## config.mk

```make
export PLATFORM = sky130hd
export DESIGN_NAME = sd_reg_responder_flat
export DESIGN_NICKNAME = d
export VERILOG_FILES = /design/src/rtl/sd_regs_pkg.sv /design/src/rtl/sd_reg_responder_if.sv /design/src/rtl/sd_reg_storage.sv /design/src/rtl/sd_reg_responder.sv /design/src/flat_wrapper.sv
export SDC_FILE = /design/constraint.sdc
export NUM_CORES = 2
export LEC_CHECK = 0
export CORE_AREA = 2 2 391 393
export DETAILED_ROUTE_END_ITERATION = 8
export DIE_AREA = 0 0 393 395
export PLACE_DENSITY = 0.53
export REMOVE_ABC_BUFFERS = 1
export SETUP_SLACK_MARGIN = 0.5
export SLEW_MARGIN = 15
export SYNTH_ARGS = -nofsm -noshare
export SYNTH_HDL_FRONTEND = slang
export SYNTH_SLANG_ARGS = --single-unit
```

## constraint.sdc

```tcl
create_clock -name clk -period 2.4 [get_ports clk]
set_clock_uncertainty 0.15 [all_clocks]
set_input_delay 0.6 -clock clk [delete_from_list [all_inputs] [get_ports clk]]
set_output_delay 0.6 -clock clk [all_outputs]
set_load 0.02 [all_outputs]
```

## src/rtl/sd_regs_pkg.sv

```systemverilog
// Shared definitions for the SD host register responder: FSM states,
// rw encodings and the location of the read-only status register.
package sd_regs_pkg;

    typedef enum logic [1:0] {
        IDLE = 2'd0,
        EXEC = 2'd1,
        ACK  = 2'd2
    } state_t;

    localparam logic RW_WRITE = 1'b0;
    localparam logic RW_READ  = 1'b1;

    // The topmost implemented register mirrors the SD core status word.
    function automatic int ro_addr(input int reg_witdh);
        return reg_witdh - 1;
    endfunction

endpackage

```

## src/rtl/sd_reg_responder_if.sv

```systemverilog
// Host-side request/response bus of the SD register responder.
interface sd_reg_responder_if #(
    parameter int data_witdh = 32,
    parameter int addr_witdh = 5
);
    logic                  req;
    logic                  rw;
    logic [addr_witdh-1:0] addr;
    logic [data_witdh-1:0] data_in;
    logic [data_witdh-1:0] data_out;
    logic                  ack;
    logic                  err;

    modport master (output req, rw, addr, data_in, input data_out, ack, err);
    modport slave  (input req, rw, addr, data_in, output data_out, ack, err);
endinterface

```

## src/rtl/sd_reg_storage.sv

```systemverilog
// Resettable register bank with one write port, one combinational read
// port and a flat view of every register for the SD host core.
module sd_reg_storage
    import sd_regs_pkg::*;
#(
    parameter int data_witdh = 32,
    parameter int addr_witdh = 5,
    parameter int reg_witdh  = 28
) (
    input  logic                            clk,
    input  logic                            reset,
    input  logic                            we,
    input  logic [addr_witdh-1:0]           waddr,
    input  logic [data_witdh-1:0]           wdata,
    input  logic [addr_witdh-1:0]           raddr,
    output logic [data_witdh-1:0]           rdata,
    output logic [reg_witdh*data_witdh-1:0] regs_out
);
    localparam logic [addr_witdh:0] REG_CNT = (addr_witdh+1)'(reg_witdh);

    logic [data_witdh-1:0] words [reg_witdh];

    // Flip-flops rather than RAM: the whole bank must clear on reset and
    // be visible in parallel on regs_out.
    generate
        for (genvar gi = 0; gi < reg_witdh; gi++) begin : g_reg
            localparam logic [addr_witdh-1:0] IDX = addr_witdh'(gi);
            logic [data_witdh-1:0] word_reg;

            always_ff @(posedge clk) begin
                if (!reset) begin
                    word_reg <= '0;
                end else if (we && (waddr == IDX)) begin
                    word_reg <= wdata;
                end
            end

            assign words[gi] = word_reg;
            assign regs_out[gi*data_witdh +: data_witdh] = word_reg;
        end
    endgenerate

    always_comb begin
        rdata = '0;
        if ({1'b0, raddr} < REG_CNT) begin
            rdata = words[raddr];
        end
    end

endmodule

```

## src/rtl/sd_reg_responder.sv

```systemverilog
// SD host register responder: three-state IDLE/EXEC/ACK handshake that
// writes/reads the register bank and flags unmapped or read-only accesses.
module sd_reg_responder
    import sd_regs_pkg::*;
#(
    parameter int data_witdh = 32,
    parameter int addr_witdh = 5,
    parameter int reg_witdh  = 28
) (
    input  logic                            clk,
    input  logic                            reset,
    sd_reg_responder_if.slave               bus,
    input  logic [data_witdh-1:0]           status_in,
    output logic [reg_witdh*data_witdh-1:0] regs_out
);
    localparam logic [addr_witdh:0]   REG_CNT = (addr_witdh+1)'(reg_witdh);
    localparam logic [addr_witdh-1:0] RO_ADDR = addr_witdh'(ro_addr(reg_witdh));

    state_t                state_reg;
    logic                  rw_reg;
    logic [addr_witdh-1:0] addr_reg;
    logic [data_witdh-1:0] data_reg;
    logic [data_witdh-1:0] data_out_reg;
    logic                  ack_reg;
    logic                  err_reg;

    logic                  mapped;
    logic                  is_ro;
    logic                  wr_en;
    logic [data_witdh-1:0] rd_word;

    assign mapped = ({1'b0, addr_reg} < REG_CNT);
    assign is_ro  = (addr_reg == RO_ADDR);
    assign wr_en  = (state_reg == EXEC) && (rw_reg == RW_WRITE) && mapped && !is_ro;

    sd_reg_storage #(
        .data_witdh (data_witdh),
        .addr_witdh (addr_witdh),
        .reg_witdh  (reg_witdh)
    ) u_storage (
        .clk      (clk),
        .reset    (reset),
        .we       (wr_en),
        .waddr    (addr_reg),
        .wdata    (data_reg),
        .raddr    (addr_reg),
        .rdata    (rd_word),
        .regs_out (regs_out)
    );

    always_ff @(posedge clk) begin
        if (!reset) begin
            state_reg    <= IDLE;
            rw_reg       <= RW_WRITE;
            addr_reg     <= '0;
            data_reg     <= '0;
            data_out_reg <= '0;
            ack_reg      <= 1'b0;
            err_reg      <= 1'b0;
        end else begin
            case (state_reg)
                IDLE: begin
                    if (bus.req) begin
                        rw_reg    <= bus.rw;
                        addr_reg  <= bus.addr;
                        data_reg  <= bus.data_in;
                        state_reg <= EXEC;
                    end
                end
                EXEC: begin
                    ack_reg <= 1'b1;
                    err_reg <= !mapped || ((rw_reg == RW_WRITE) && is_ro);
                    // data_out only moves on reads; writes leave it untouched.
                    if (rw_reg == RW_READ) begin
                        if (!mapped)    data_out_reg <= '0;
                        else if (is_ro) data_out_reg <= status_in;
                        else            data_out_reg <= rd_word;
                    end
                    state_reg <= ACK;
                end
                ACK: begin
                    ack_reg   <= 1'b0;
                    err_reg   <= 1'b0;
                    state_reg <= IDLE;
                end
                default: begin
                    ack_reg   <= 1'b0;
                    err_reg   <= 1'b0;
                    state_reg <= IDLE;
                end
            endcase
        end
    end

    assign bus.data_out = data_out_reg;
    assign bus.ack      = ack_reg;
    assign bus.err      = err_reg;

endmodule
```

## src/flat_wrapper.sv

```systemverilog
// flat-port wrapper written by rule: the top's interface ports become plain ports
module sd_reg_responder_flat import sd_regs_pkg::*;
#(
    parameter int data_witdh = 32,
    parameter int addr_witdh = 5,
    parameter int reg_witdh  = 28
)
  (clk, reset, status_in, regs_out, bus_req, bus_rw, bus_addr, bus_data_in, bus_data_out, bus_ack, bus_err);
  sd_reg_responder_if #(.data_witdh(data_witdh), .addr_witdh(addr_witdh)) bus_i ();
  input  logic clk;
  input  logic reset;
  input  logic [data_witdh-1:0] status_in;
  output logic [reg_witdh*data_witdh-1:0] regs_out;
  input wire logic [$bits(bus_i.req)-1:0] bus_req;
  input wire logic [$bits(bus_i.rw)-1:0] bus_rw;
  input wire logic [$bits(bus_i.addr)-1:0] bus_addr;
  input wire logic [$bits(bus_i.data_in)-1:0] bus_data_in;
  output wire logic [$bits(bus_i.data_out)-1:0] bus_data_out;
  output wire logic [$bits(bus_i.ack)-1:0] bus_ack;
  output wire logic [$bits(bus_i.err)-1:0] bus_err;
  assign bus_i.req = bus_req;
  assign bus_i.rw = bus_rw;
  assign bus_i.addr = bus_addr;
  assign bus_i.data_in = bus_data_in;
  assign bus_data_out = bus_i.data_out;
  assign bus_ack = bus_i.ack;
  assign bus_err = bus_i.err;
  sd_reg_responder #(.data_witdh(data_witdh), .addr_witdh(addr_witdh), .reg_witdh(reg_witdh)) u_core (.clk(clk), .reset(reset), .bus(bus_i), .status_in(status_in), .regs_out(regs_out));
endmodule
```

==> results.md <==
- P_sw: roughly 9.4 mW
- Sequential power share: 0.445
- Placed standard-cell area: approximately 56000 µm²
- Crit path to: u_core.u_storage.g_reg[20].word_reg[18]$_SDFFE_PN0P_
- Post-DP HPWL: ~170000 µm
- Vias in the first global route: between 30k and 40k
- Power Total: between 30 and 40 mW
- Total GRT Usage: 0.292
- Nets: 5702
- Most used flip-flop cell after synthesis: dfxtp_1
- Syn Area/Cell: 9.18 µm²
- Worst-margin pin slew: between 0.7 and 0.8 ns
- Top cell type's share of synthesized area: 0.461
- Worst r2r dst: u_core.u_storage.g_reg[20].word_reg[18]$_SDFFE_PN0P_
- Reg-to-reg slack, setup: 0.008 ns
- CTS Sinks: 970
- Worst reg2reg startpoint: u_core.state_reg[1]$_SDFFE_PN0P_
- Remaining design rule violation count: 0
- Layout area overhead: 44.9%
- Min cycle time layout: 2.39 ns
- Antenna violations before repair: 20
- Synth warnings: 0
- Critical Path RT: 2.88 ns
- Final hold viol count: 0
- Seq/Total Area, Yosys: 0.461
- Reg2Reg Depth: 7
- Post-Place Worst Slack: -0.315 ns
- Final Max Tran Viols: 0
- 1st-iter DRT viols: 3919
- Largest area contributor in the netlist: dfxtp_1
- Max VDD drop: 0.554 mV
- Initial Util: 0.278
- Post-synth cell types: 49
- Total CTS buffers: 112
- Crit Path Class: flop to flop
- Routed length per instance: approximately 31 µm
- Cells after Synth: between 4k and 5k
- Final global-route overflow total: 0
- Int Pwr: 27.2 mW
- P_leak: approximately 25 nW
- Crit. End Element: flop
- Clock Tree Buf Depth: 3
- Hold buffer count at CTS: 0
- Unrepaired setup endpoints after global routing: yes
- # IOs: 1003
- Tcrit/Tclk final: 0.997
- Antenna-violating nets left: 0
- First-pass GRT wire length: 319000 µm
- Post-Syn Area: 42100 µm²
- Worst setup SP type: flop
- Core Box Area: between 150000 and 200000 µm²
- CP arrival: 2.87 ns
- Number of flip-flops under the largest register name: between 800 and 900
- Final instance area: around 61000 µm²
- Maxcap violations: 0
- DR vias: 41.2k
- Die Width: a little under 400 µm
- PwrDens: 599 nW/µm²
- Setup Viol. Count Final: 0
- FF+latch count, synth: 970
- Final worst slack: 0.00776 ns
- Reg clk slew, reported paths: 0.07 ns
- Tightest Hold Check Type: input port to flop
- Highest clock rate: 418 MHz
- Worst Path Max Fanout: 44
- Outcome: complete, no violations
- Crit. Startpoint: u_core.state_reg[1]$_SDFFE_PN0P_
- DIE HEIGHT: 395 µm
- Synth top area cells: dfxtp_1 (46%), nand2_1 (10%), a21boi_0 (9.4%), mux4_2 (8.8%), clkbuf_1 (2.8%)
- Hold_ws: 0.135 ns
- Die area: 155000 µm²
- Pre-antenna DRT Iters: 7
- Row cnt: ~140
- Sw Share: 0.257
- Gate power share: 0.077
- Worst-Skew Late Latency: roughly 0.75 ns
- Ratio of cells with drive above 1 in the final layout: 0.197
- Clock network power share: 0.477
- Ys async rst share: 0
- Final core occ: 0.403
- Largest net degree at the start of global routing: 104
- Top-count cell post-synth: nand2_1
- Top cells by count, synth: nand2_1 (1165), dfxtp_1 (970), a21boi_0 (529), clkbuf_1 (318), nor2_1 (255)
- WL final: 241000 µm
- CTS tree: built
- Vias per inst: 5.31
- Post-synth EDFFs: 0
- GP Congestion: 0.929
- CTS H-Tree Depth: 3
- Port Buffer Count: 1002
- Filler cells: 15.1k
- Rel. slew slack: 0.499
- CTS Root Cell: clkbuf_16
## power groups by stage
| stage | Sequential (mW) | Combinational, mW | Clock (mW) |
|---|---|---|---|
| floorplan | 16.8 | 0.801 | 0 |
| detailed placement | 16.7 | 2.53 | 0 |
| global route | 16.3 | 2.93 | 18.3 |
| finish | 16.3 | 2.83 | 17.4 |
| global placement | 16.7 | 2.52 | 0 |
| CTS | 16.3 | 2.70 | 17.7 |
## critical path, cell delays in order (launching register included)
cell and delay, ns:
dfxtp_4 0.36, or3b_4 0.39, a2111oi_4 0.31, buf_4 0.21, clkbuf_16 0.18, nand3_4 0.10, buf_12 0.20, a31o_2 0.29
## routing by layer
metal | track usage | part of all wire | wire [µm]
met1 | 0.385 | 0.41 | 99800
met2 | 0.462 | 0.46 | 110000
met3 | 0.0628 | 0.084 | 20200
met4 | 0.119 | 0.046 | 11200
met5 | 0 | 0.00022 | 54
## placed cells by master, fill, tap and decap left out, drive strengths merged, types with 69 or more instances in the layout
cell type      count
clkbuf           172
nand3            162
mux4             165
and2              69
buf              469
dfxtp            970
dlygate4sd2      854
a22oi             86
nor2             256
a31o             229
o21ai            174
nand2           1165
mux2i            118
clkdlybuf4s50     71
a21boi           550
## worst min path at each step
| stage | from | end | slack [ns] | cells after the start |
|---|---|---|---|---|
| after floorplan | u_core.state_reg[0]$_SDFFE_PN0P_ | u_core.state_reg[1]$_SDFFE_PN0P_ | 0.34 | 2 |
| after global placement | u_core.bus.err$_SDFFE_PN0P_ | u_core.bus.err$_SDFFE_PN0P_ | 0.29 | 2 |
| after detailed placement | u_core.u_storage.g_reg[8].word_reg[21]$_SDFFE_PN0P_ | u_core.u_storage.g_reg[8].word_reg[21]$_SDFFE_PN0P_ | 0.31 | 2 |
| after CTS | reset | u_core.u_storage.g_reg[25].word_reg[10]$_SDFFE_PN0P_ | 0.09 | 3 |
| after global routing | reset | u_core.u_storage.g_reg[25].word_reg[10]$_SDFFE_PN0P_ | 0.12 | 3 |
| final | reset | u_core.u_storage.g_reg[25].word_reg[10]$_SDFFE_PN0P_ | 0.13 | 3 |
## area by class of cell
type	instances	area [µm²]	area share
inverter	3	11.3	0.000185
sequential	970	19600	0.322
clock inverter	40	444	0.00728
antenna	10	25.0	0.000410
timing repair buffer	1411	14100	0.231
multi-input combinational	3131	21000	0.345
tap	2030	2540	0.0417
clock buffer	162	3210	0.0526
## kinds of logic after synthesis
kind of cell / share of synthesized area
AND/OR/NAND/NOR: 0.167
AO/OA/AOI/OAI: 0.201
flip-flops: 0.461
buffers and inverters: 0.0525
multiplexers: 0.118
## metrics by stage
step | TNS, ns | cells
final | 0 | 7757
after global routing | -0.310 | 7751
after CTS | 0 | 7711
after detailed placement | -6.41 | 7448
after global placement | -3.22 | 7448
after floorplan | -7047.89 | 4104
## timing repair
action	in CTS	in global routing
setup endpoints to repair	1828	1831
pin swaps	11	40
setup buffers	53	22
resized for setup	1448	147
gates cloned	8	14
No activity file was read; power rests on OpenSTA's default activity.
